**config.mk**
```make
export PLATFORM = sky130hd
export DESIGN_NAME = gcd_arbiter
export DESIGN_NICKNAME = d
export VERILOG_FILES = /design/src/rtl/gcd_arbiter.sv
export SDC_FILE = /design/constraint.sdc
export NUM_CORES = 1
export LEC_CHECK = 0
export ABC_AREA = 1
export BUFFER_PORTS_ARGS = -buffer_cell sky130_fd_sc_hd__buf_2
export CORE_ASPECT_RATIO = 1.1
export CORE_MARGIN = 10
export CORE_UTILIZATION = 36
export CTS_CLUSTER_SIZE = 14
export DETAILED_ROUTE_END_ITERATION = 6
export PLACE_DENSITY = 0.66
export SLEW_MARGIN = 25
export SYNTH_ARGS = -nofsm -noshare
export SYNTH_HDL_FRONTEND = slang
export SYNTH_SLANG_ARGS = --single-unit
```
**constraint.sdc**
```tcl
create_clock -name clk -period 2.15 [get_ports clk]
set_input_delay 0.215 -clock clk [delete_from_list [all_inputs] [get_ports clk]]
set_output_delay 0.215 -clock clk [all_outputs]
set_load 0.005 [all_outputs]
```
**src/rtl/gcd_arbiter.sv**
```systemverilog
// Round-robin arbiter that time-shares one gcd datapath among N_REQ requesters.
// Optional WAIT timeout and late-result drain are enabled by defining GCD_ARB_TIMEOUT_EN.
module gcd_arbiter #(
    parameter int N_REQ   = 4,
    parameter int W       = 8,
    parameter int TIMEOUT = 255
) (
    input  logic                 clk,
    input  logic                 rst,
    input  logic [N_REQ-1:0]     req_vld,
    input  logic [N_REQ*W-1:0]   req_a,
    input  logic [N_REQ*W-1:0]   req_b,
    output logic [N_REQ-1:0]     req_rdy,
    output logic [N_REQ-1:0]     rsp_vld,
    output logic [W-1:0]         rsp_res,
    output logic                 rsp_err,
    input  logic [N_REQ-1:0]     rsp_rdy,
    output logic                 gcd_start,
    output logic [W-1:0]         gcd_a,
    output logic [W-1:0]         gcd_b,
    input  logic                 gcd_res_rdy,
    input  logic [W-1:0]         gcd_res,
    output logic                 gcd_res_fetch,
    output logic                 busy
);
    localparam int IW = $clog2(N_REQ);

    if (N_REQ < 2 || N_REQ > 16 || TIMEOUT < 1) begin : g_param_check
        $error("gcd_arbiter: parameter out of range");
    end

    typedef enum logic [1:0] {IDLE, ISSUE, WAIT, RESP} state_t;
    state_t state, state_nx;

    logic [IW-1:0] last, grant, pick, rr_idx;
    logic          found, grant_now, rsp_hs, drain, timeout_hit;
    logic [W-1:0]  res_q, sel_a, sel_b;

    // First pending request after the last served one, wrapping around.
    always_comb begin
        found  = 1'b0;
        pick   = '0;
        rr_idx = '0;
        for (int i = 1; i <= N_REQ; i++) begin
            rr_idx = IW'((int'(last) + i) % N_REQ);
            if (!found && req_vld[rr_idx]) begin
                found = 1'b1;
                pick  = rr_idx;
            end
        end
    end

    always_comb begin
        sel_a = '0;
        sel_b = '0;
        for (int i = 0; i < N_REQ; i++) begin
            if (pick == IW'(i)) begin
                sel_a = req_a[i*W +: W];
                sel_b = req_b[i*W +: W];
            end
        end
    end

`ifdef GCD_ARB_TIMEOUT_EN
    localparam int CW = $clog2(TIMEOUT + 1);
    logic [CW-1:0] cnt;
    logic          err_q;

    // A result arriving while idle is stale (its request already timed out).
    assign drain       = (state == IDLE) && gcd_res_rdy;
    assign timeout_hit = (state == WAIT) && !gcd_res_rdy && (cnt == CW'(TIMEOUT - 1));
    assign rsp_err     = !rst && (state == RESP) && err_q;

    always_ff @(posedge clk) begin
        if (rst) begin
            cnt   <= '0;
            err_q <= 1'b0;
        end else begin
            if (state == ISSUE)     cnt <= '0;
            else if (state == WAIT) cnt <= cnt + 1'b1;
            if (state == WAIT && gcd_res_rdy) err_q <= 1'b0;
            else if (timeout_hit)             err_q <= 1'b1;
        end
    end
`else
    assign drain       = 1'b0;
    assign timeout_hit = 1'b0;
    assign rsp_err     = 1'b0;
`endif

    assign grant_now = (state == IDLE) && found && !drain;
    assign rsp_hs    = (state == RESP) && rsp_rdy[grant];

    always_ff @(posedge clk) begin
        if (rst) state <= IDLE;
        else     state <= state_nx;
    end

    always_comb begin
        state_nx = state;
        case (state)
            IDLE:    if (grant_now) state_nx = ISSUE;
            ISSUE:   state_nx = WAIT;
            WAIT:    if (gcd_res_rdy || timeout_hit) state_nx = RESP;
            RESP:    if (rsp_hs) state_nx = IDLE;
            default: state_nx = IDLE;
        endcase
    end

    always_comb begin
        req_rdy       = '0;
        rsp_vld       = '0;
        rsp_res       = '0;
        gcd_start     = 1'b0;
        gcd_res_fetch = 1'b0;
        busy          = 1'b0;
        if (!rst) begin
            if (grant_now) req_rdy[pick] = 1'b1;
            gcd_start     = (state == ISSUE);
            gcd_res_fetch = ((state == WAIT) && gcd_res_rdy) || drain;
            busy          = (state != IDLE);
            if (state == RESP) begin
                rsp_vld[grant] = 1'b1;
                rsp_res        = res_q;
            end
        end
    end

    always_ff @(posedge clk) begin
        if (rst) begin
            last  <= IW'(N_REQ - 1);
            grant <= '0;
            gcd_a <= '0;
            gcd_b <= '0;
            res_q <= '0;
        end else begin
            if (grant_now) begin
                grant <= pick;
                gcd_a <= sel_a;
                gcd_b <= sel_b;
            end
            if (state == WAIT && gcd_res_rdy) res_q <= gcd_res;
            else if (timeout_hit)             res_q <= '0;
            if (rsp_hs) last <= grant;
        end
    end
endmodule
```
---- After elaboration in Yosys (flattened, before gate mapping) ----
Cells that the tools add are included.
Widths: inputs -> output; s select.
cells by class
  equal/unequal tests ..................... 9
  order comparisons ....................... 8
  reduce and logical (&&, ||, !) cells .... 15
  mux-type cells .......................... 43
  add/sub/neg operators ................... 4
operators with widths
  kind                 count
  $mux 8               10
  $lt 2x3->1 const B   6
  $mux 4               4
  $mux 1               14
  $mux 2               7
  $bmux 1 s2           5
  $eq 2x2->1 const B   4
  $logic_and 1x1->1    8
  $pmux 2 s4           1
  $ne 2x2->1 const B   3
  $add 2x1->2 const B  2
  $add 2x2->2 const B  2
  $demux 1 s2          2
  $eq 2x1->1 const B   2
  $ge 2x1->1 const B   2
  $logic_not 2->1      2
  $logic_not 1->1      3
  $reduce_and 3->1     1
  $reduce_bool 2->1    1
word-level totals
  output and inout bits ................... 36
  input bits .............................. 83
  logic and storage cells ................. 85
  register bits ........................... 30

---- Longest topological paths before layout ----
Gate-level depths: netlist (run 1).
  depth in word-level cells ............... 19
  gate-level depth with buffers ........... 17

---- Worst setup path before layout (run 1) ----
OpenSTA, ideal clock, no wires.
  path type ............................... flip-flop to output port
  start ................................... register last[0]
  end ..................................... output port req_rdy[0]
  required time ........................... 1,935 ps
  data arrival time ....................... 1,578 ps
  path slack .............................. 357 ps
  cell stages (with the launch flop) ...... 13
  path through ............................ dfxtp_1 -> inv_1 -> buf_6 -> nand2_1 -> nand2_2 -> nand2_2 -> nand2_4 -> a21oi_1 -> nand2_2 -> nand2_4 -> buf_2 -> inv_1 -> nor3_1
between the ends
  cells in the longest elaborated chain, start to end .. 19
RTL lines
  item                                                            RTL line  RTL
  from (decl)                                                     35        logic [IW-1:0] last, grant, pick, rr_idx;
  from (signal assigned)                                          131       last <= IW'(N_REQ - 1);
  from (signal assigned)                                          144       if (rsp_hs) last <= grant;
  $add 2x1->2                                                     45        rr_idx = IW'((int'(last) + i) % N_REQ);
  $bmux 1 s2                                                      46        if (!found && req_vld[rr_idx]) begin
  $mux 1 (not written as such)                                    46
  $mux 1                                                          46
  $logic_not 1->1                                                 46
  $logic_and 1x1->1                                               46
  $mux 1                                                          46
  $logic_not 1->1                                                 46
  [3 not listed]                                                  n/a
  $logic_and 1x1->1                                               46
  $mux 2                                                          46
  $lt 2x3->1 (not written as such) or $ge 2x1->1 (tied branches)  118       if (grant_now) req_rdy[pick] = 1'b1;
  $logic_and 1x1->1 (not written as such)                         118
  $mux 1 (not written as such)                                    118
  $demux 1 s2                                                     118
  $mux 4 (*)                                                      118
  $mux 4 (*)                                                      117       if (!rst) begin
  to (decl)                                                       13        output logic [N_REQ-1:0] req_rdy,
Mark *: on every way between the ends. The rest lies on a longest branch, timed or not. The select of a mux whose other input is x is not followed.

---- Final worst setup path (run 1) ----
  start ................................... register last[0]
  end ..................................... output port req_rdy[3]
Same word-level chain as after synthesis.

==> summary.txt, run 1 <==
Timing
  • Setup ws final: -13.0 ps
  • Final setup viols: 1
  • Fin crit share: 101%
  • Peak Freq: 462 MHz
  • Final hold viol count: 0
  • Max Transition Viols Final: 0
  • Unrepaired setup endpoints after global routing: true
  • Final min period: 2160 ps
  • Final setup skew: between 7 and 8 ps

Clocking
  • CTS H-Tree Depth: 2
  • Clock-pin transition on the worst setup and hold timing paths: 70 ps
  • CTS Buf Count: 5
  • Root buf cell: clkbuf_8
  • Clk Latency, worst-skew pair: 290 ps
  • TritonCTS clock tree: yes
  • CTS Buffer Depth: 2
  • Hold_buf cts: 0
  • Clock sink total: 30

Power and ir drop
  • Max VDD drop: 0.430 mV
  • Power Density: 1040 mW/mm2
  • Leakage: 0.00177 uW

Worst hold path
  • Hold Crit Class: input pin to flop
  • HP Start: gcd_res[6]
  • Worst hold path endpoint: res_q[6]
  • Hold Path Cell Cnt: 3

Worst setup path
  • Critical Setup Path Class: flop to output port
  • FF-to-FF setup slack: approximately 80 ps
  • Setup crit end kind: output port
  • Crit start category: flop
  • CP max FO: 5
  • CP cell instances: buf_6, nand2_2, nand2_4, nand2_4, nand2_8, inv_2, nand3_2, nor2_4, nor2_8, buf_8, nor3_4, buf_2
  • CP max stage delay: about 370 ps
  • Worst EP arrival: a little under 2000 ps
  • CP most frequent cell: nand2_4
  • CP required: 1930 ps
  • R2R depth: 16
  • Worst R2R Start: last[0]
  • CP max stage cell: dfxtp_4
  • Reg2Reg Capture Point: gcd_a[0]

Routing
  • DR vias/cell: just under 5
  • Final wirelength: 8.55 mm
  • WL/cell: 14.5 um
  • DR vias: slightly below 3000
  • Iteration-0 DRC Markers: 123
  • First-pass DRT Iterations: 5
  • # DRC: 0
  • ANT nets after route: 0

GRT
  • Largest net degree at the start of global routing: 28
  • Initial antenna violation count: 0
  • Vias in the first global route: 2784
  • First-pass GRT wire length: 12.8 mm
  • GR Overflow Total: 0
  • Gr usage total: 15.4%

Cells and area
  • Fill cells: 622
  • Ratio of cells with drive above 1 in the final layout: between 40% and 50%
  • Area grow syn2layout: 49.1%
  • Ant diodes: 0
  • Nets: 595
  • Design area: 0.00344 mm2
  • Layout Utilization: 55.6%

Logic synthesis
  • Post-synth ARST share: 0%
  • Top post-synthesis cells by area: dfxtp_1 26%, nand2_1 17%, nand3_1 8.7%
  • Post-synth top cells: 105 x nand2_1, 41 x inv_1, 40 x nand3_1
  • Post-Synthesis Cells: approximately 380
  • EDFF count, synth: 0
  • Syn_nets: 466
  • Yosys warning count: 0
  • Number of synthesized register bits: 30
  • Largest area contributor in the netlist: dfxtp_1
  • Syn Area/Cell: 6.09 um2
  • Mapped cell area: 0.00231 mm2
  • Most common cell in the netlist: nand2_1
  • Top cell type's share of synthesized area: 26.0%
  • Sequential share of the synthesized area: about a quarter
  • Netlist cell types: 27
  • Main synth FF type: dfxtp_1

Place
  • Area after DPL: 0.00298 mm2
  • Port bufs: 117
  • GP Congestion: 0.848
  • DPL Wire Length: slightly above 6 mm

Run
  • Max-cap violation count: 0

Floorplan
  • # IOs: 119
  • Initial Util: 37.3%
  • Area of the die: 0.0100 mm2
  • Core area: approximately 0.0062 mm2
  • Row count: 30
  • Die W: around 96 um
  • Die Ht: 104 um

Run status
  • Failing checks: negative setup slack
  • Status: finished with violations
per-stage QoR:
stage	setup slack (ps)	power [uW]	hold WS, ps	std cells	setup TNS [ps]
floorplan	357	2100	382	379	0
global placement	66.9	2670	450	569	0
detailed placement	45.7	2690	455	569	0
CTS	6.01	3350	162	583	0
global route	-106	3910	168	589	-850
finish	-13.0	3600	170	589	-13.0
layer usage:
metal,track usage [%],wire (um),vias up
met4,4.16,156,0
met5,0,0,-
met1,18.4,3440,1291
met2,25.0,4010,118
li1,-,-,1471
met3,5.49,945,14
how the worst max path moves through the flow:
stage	startpoint	endpoint
finish	last[0]	req_rdy[3]
global route	last[0]	req_rdy[3]
CTS	last[0]	req_rdy[2]
detailed placement	last[0]	gcd_a[5]
global placement	last[0]	req_rdy[3]
floorplan	last[0]	req_rdy[0]
report_power, final:
| part | leakage (uW) | internal, uW | total [uW] | switching (uW) |
|---|---|---|---|---|
| clock network | 0.0000472 | 257 | 502 | 245 |
| registers | 0.000246 | 752 | 881 | 129 |
| logic | 0.00148 | 920 | 2210 | 1290 |
| total | 0.00177 | 1930 | 3600 | 1670 |
critical path, delay by kind of cell (launching register included):
family	cells	cell delay, ps
buffers and inverters	4	480
DFF	1	370
and+or+nand+nor	8	800
cells by family (layout without fill, tap and decap cells):
kind of cell | Yosys count | after routing | share of synthesized area [%]
other | 1 | 1 | 0.162
buffers and inverters | 67 | 196 | 13.5
DFF | 30 | 30 | 26.0
AOI/OAI and AO/OA | 37 | 37 | 8.62
and+or+nand+nor | 240 | 241 | 49.5
adders and majority gates | 4 | 4 | 2.17
placed cells by master (no fill, tap or decap), drive strengths merged:
| cell type | count |
|---|---|
| conb | 1 |
| o211ai | 2 |
| o21ai | 13 |
| dfxtp | 30 |
| buf | 143 |
| nand2 | 119 |
| a31oi | 1 |
| nor2 | 45 |
| a21oi | 21 |
| clkbuf | 6 |
| nand3 | 42 |
| nor3 | 7 |
| nand4 | 16 |
| ha | 4 |
| inv | 41 |
| nand3b | 12 |
| clkinv | 4 |
| clkinvlp | 2 |
sequential cells by signal, summed over array words and instances, names as in the netlist:
register / cells
gcd_a: 8
gcd_b: 8
res_q: 8
grant: 2
last: 2
state: 2
layout make-up:
class | instances | area [um2] | share of cell area (%)
timing repair buffer | 143 | 816 | 23.7
clock buffer | 6 | 82.6 | 2.40
clock inverter | 2 | 12.5 | 0.364
tap | 80 | 100 | 2.91
inverter | 45 | 190 | 5.53
multi-input combinational | 283 | 1630 | 47.4
sequential | 30 | 608 | 17.7
timing repair:
action / 4_1_cts / 5_1_grt
resized for setup: 20 / 52
hold endpoints to repair: 0 / 0
cloned: 1 / 1
setup endpoints to repair: 4 / 19
pin swaps: 7 / 21
buffers inserted: 5 / 5
Power figures use the tool's default switching activity.
==> run 2: changes to the inputs <==
--- a/config.mk
+++ b/config.mk
@@ -5,14 +5,14 @@
 export SDC_FILE = /design/constraint.sdc
 export NUM_CORES = 1
 export LEC_CHECK = 0
-export ABC_AREA = 1
 export BUFFER_PORTS_ARGS = -buffer_cell sky130_fd_sc_hd__buf_2
 export CORE_ASPECT_RATIO = 1.1
 export CORE_MARGIN = 10
 export CORE_UTILIZATION = 36
 export CTS_CLUSTER_SIZE = 14
 export DETAILED_ROUTE_END_ITERATION = 6
-export PLACE_DENSITY = 0.66
+export PLACE_DENSITY = 0.7
+export RECOVER_POWER = 25
 export SLEW_MARGIN = 25
 export SYNTH_ARGS = -nofsm -noshare
 export SYNTH_HDL_FRONTEND = slang
==> constraint.sdc (replaced) <==
create_clock -name clk -period 2.15 [get_ports clk]
set_input_delay 0.215 -clock clk [delete_from_list [all_inputs] [get_ports clk]]
set_output_delay 0.215 -clock clk [all_outputs]
set_load 0.01 [all_outputs]
==> run 2 against run 1 <==
Compared with the run above: the run now ends clean; synthesized area is 19% lower; via count decreased by 36%; final cell count is 37% lower; combinational power fell by 59%; die area shrank 16%; first-iteration DRC count is 76% lower; core utilization decreased by 4.4 points; clock skew grew 1.3 ps; non-clock buffer count is 20 lower; power fell by 39%; wire length fell by 31%.
==> summary.txt, run 2 <==
Timing
  • Setup ws final: 153 ps (+166 ps)
  • Slew headroom: 53.9%
  • Fin crit share: 92.9% (-7.7 points)
  • Least-Margin Pin Slew: about 690 ps
  • Peak Freq: 501 MHz (+8.3%)
  • Final setup viols: 0 (-1)
  • Setup_tns: 0 ps (+13.0 ps)
  • Final setup skew: 8.70 ps (+1.29 ps)
  • Unrepaired setup endpoints after global routing: false
  • Final min period: 2000 ps (-166 ps)
  • Max Transition Viols Final: 0 (unchanged)
  • Final hold viol count: 0 (unchanged)

Routing
  • DR vias/cell: 4.93 (+0.40%)
  • Iteration-0 DRC Markers: 29 (-76%)
  • WL/cell: 15.7 um (+8.1%)
  • DR vias: 1845 (-36%)
  • Final wirelength: 5.87 mm (-31%)
  • # DRC: 0 (unchanged)
  • ANT nets after route: 0 (unchanged)
  • First-pass DRT Iterations: 4 (-1)

Cells and area
  • Leading cell types in the layout, fill and taps excluded: 101 x buf_2, 35 x mux2i_1, 30 x dfxtp_1
  • Ratio of cells with drive above 1 in the final layout: 42.7% (+2.1 points)
  • Area grow syn2layout: 37.2%
  • Post-Layout Cell Count: 374 (-37%)
  • Largest regs: gcd_a (8), gcd_b (8), res_q (8)
  • Commonest non-fill, non-tap cell in the layout: buf_2
  • Ant diodes: 0 (unchanged)
  • Nets: 402 (-32%)

Clocking
  • CTS H-Tree Depth: 2 (unchanged)
  • CTS Buf Count: 5 (unchanged)
  • CTS Buffer Depth: 2 (unchanged)
  • Clock-pin transition on the worst setup and hold timing paths: 70 ps (about the same)
  • Clk Latency, worst-skew pair: 280 ps (about the same)
  • TritonCTS clock tree: yes
  • Root buf cell: clkbuf_8
  • Hold_buf cts: 0 (unchanged)
  • Clock sink total: 30 (unchanged)

Place
  • Pre-CTS setup slack: 75.9 ps (+30.2 ps)
  • DPL Wire Length: 4.70 mm (-24%)
  • Port bufs: 117 (unchanged)
  • Placed cells: 364 (-36%)
  • GP Congestion: 0.790 (-6.9%)

Logic synthesis
  • Main synth FF type: dfxtp_1
  • Top post-synthesis cells by area: dfxtp_1 32%, mux2i_1 19%, o221ai_2 7.2%
  • Most common cell in the netlist: mux2i_1
  • Netlist cell types: 37 (+37%)
  • Sequential share of the synthesized area: 32.2% (+6.2 points)
  • Post-synth top cells: 35 x mux2i_1, 30 x dfxtp_1, 28 x nand2_1
  • Yosys warning count: 0 (unchanged)
  • Number of synthesized register bits: 30 (unchanged)
  • Post-synth ARST share: 0% (unchanged)
  • EDFF count, synth: 0 (unchanged)
  • Syn_nets: 285 (-39%)
  • Mapped cell area: 0.00186 mm2 (-19%)
  • Top cell type's share of synthesized area: 32.2% (+6.2 points)
  • Post-Synthesis Cells: 198 (-48%)
  • Largest area contributor in the netlist: dfxtp_1
  • Syn Area/Cell: 9.42 um2 (+55%)

Worst setup path
  • CP cell instances: inv_1, ha_1, nor2b_4, and2b_4, nand2_2, nor2_1, buf_2
  • Setup crit end kind: output port
  • Crit path max-delay family: simple AND/OR/NAND/NOR gates
  • Crit start category: flop
  • Buffers & Inverters on Critical Path: 2 (-2)
  • Critical Setup Path Class: flop to output port
  • CP max stage delay: 340 ps (-30 ps)
  • CP max stage cell: dfxtp_1
  • CP required: 1930 ps (about the same)
  • Worst EP arrival: 1780 ps (-170 ps)
  • WP depth: 7 (-5)
  • CP max FO: 5 (unchanged)
  • R2R depth: 7 (-9)

Worst hold path
  • Hold Path Cell Cnt: 3 (unchanged)
  • Hold Crit Class: input pin to flop

Power and ir drop
  • Max VDD drop: 0.445 mV (+3.5%)
  • Leakage: 0.00122 uW (-31%)
  • Power Density: 856 mW/mm2 (-18%)

Floorplan
  • Area of the die: 0.00846 mm2 (-16%)
  • Initial Util: 37.3% (about the same)
  • Die Ht: 95.5 um (-8.2%)
  • Die W: 88.6 um (-8.0%)
  • Row count: 27 (-10%)
  • # IOs: 119 (unchanged)
  • Core area: 0.00500 mm2 (-19%)

Run status
  • Status: completed

GRT
  • Largest net degree at the start of global routing: 24 (-14%)
  • GR Overflow Total: 0 (unchanged)
  • Initial antenna violation count: 0 (unchanged)
  • Gr usage total: 13.1% (-2.3 points)
  • Vias in the first global route: 1887 (-32%)
  • First-pass GRT wire length: 8.96 mm (-30%)

Run
  • Max-cap violation count: 0 (unchanged)
==> run 2: cell families (layout without fill, tap and decap cells) <==
family	count (synthesis)	after routing	share of synthesized area (%)
and+or+nand+nor	75	75	20.5
muxes	36	36	20.0
AOI/OAI and AO/OA	35	35	17.0
DFF	30	30	32.2
buffers and inverters	17	135	7.45
adders and majority gates	4	4	2.68
other	1	1	0.201
==> run 2: layer usage <==
layer  wire [um]  part of all wire, %  track usage [%]
met5           0                    0                0
met2        2510                   43             20.8
met4          36                 0.61             2.43
met1        2500                   43             15.0
met3         822                   14             7.68
==> run 2: layout make-up <==
type                    count  area [um2]
clock buffers               6        82.6
well taps                  58        72.6
multi-input cells         151        1150
inverters                   4        15.0
fillers                   498        2440
repair buffers            123         623
clock inverters             2        12.5
flip-flops and latches     30         601
==> run 2: worst paths after layout <==
| kind | startpoint | endpoint | slack [ps] |
|---|---|---|---|
| min reg2reg | res_q[4] | res_q[4] | 450 |
| max | state[0] | req_rdy[2] | 150 |
| min | gcd_res[3] | res_q[3] | 180 |
| max reg2reg | state[0] | gcd_b[0] | 390 |
==> run 2: power breakdown <==
part | internal [uW] | total, uW | switching, uW
clock network | 257 | 472 | 215
logic | 405 | 903 | 498
registers | 716 | 816 | 100
total | 1380 | 2190 | 814
==> run 2: through the flow <==
step / cell area, um2 / utilization [%] / hold WS (ps) / total power [uW]
after floorplan: 1860 / - / 362 / 1450
after global placement: 2460 / 49.2 / 438 / 1730
after detailed placement: 2460 / 49.2 / 443 / 1750
after CTS: 2570 / 51.4 / 170 / 2230
after global routing: 2560 / 51.2 / 190 / 2350
final: 2560 / 51.2 / 181 / 2190
==> run 2: worst min-delay path, stage by stage <==
cell     delay (ps)
buf_2           100
nand3_1          50
a21oi_1          50
==> run 2: timing repair <==
item | in CTS | in global routing
resized for setup | 0 | 2
setup buffers | 2 | 0
endpoints found under the setup margin | 3 | 3
gates cloned | 0 | 0
pin swaps | 1 | 0
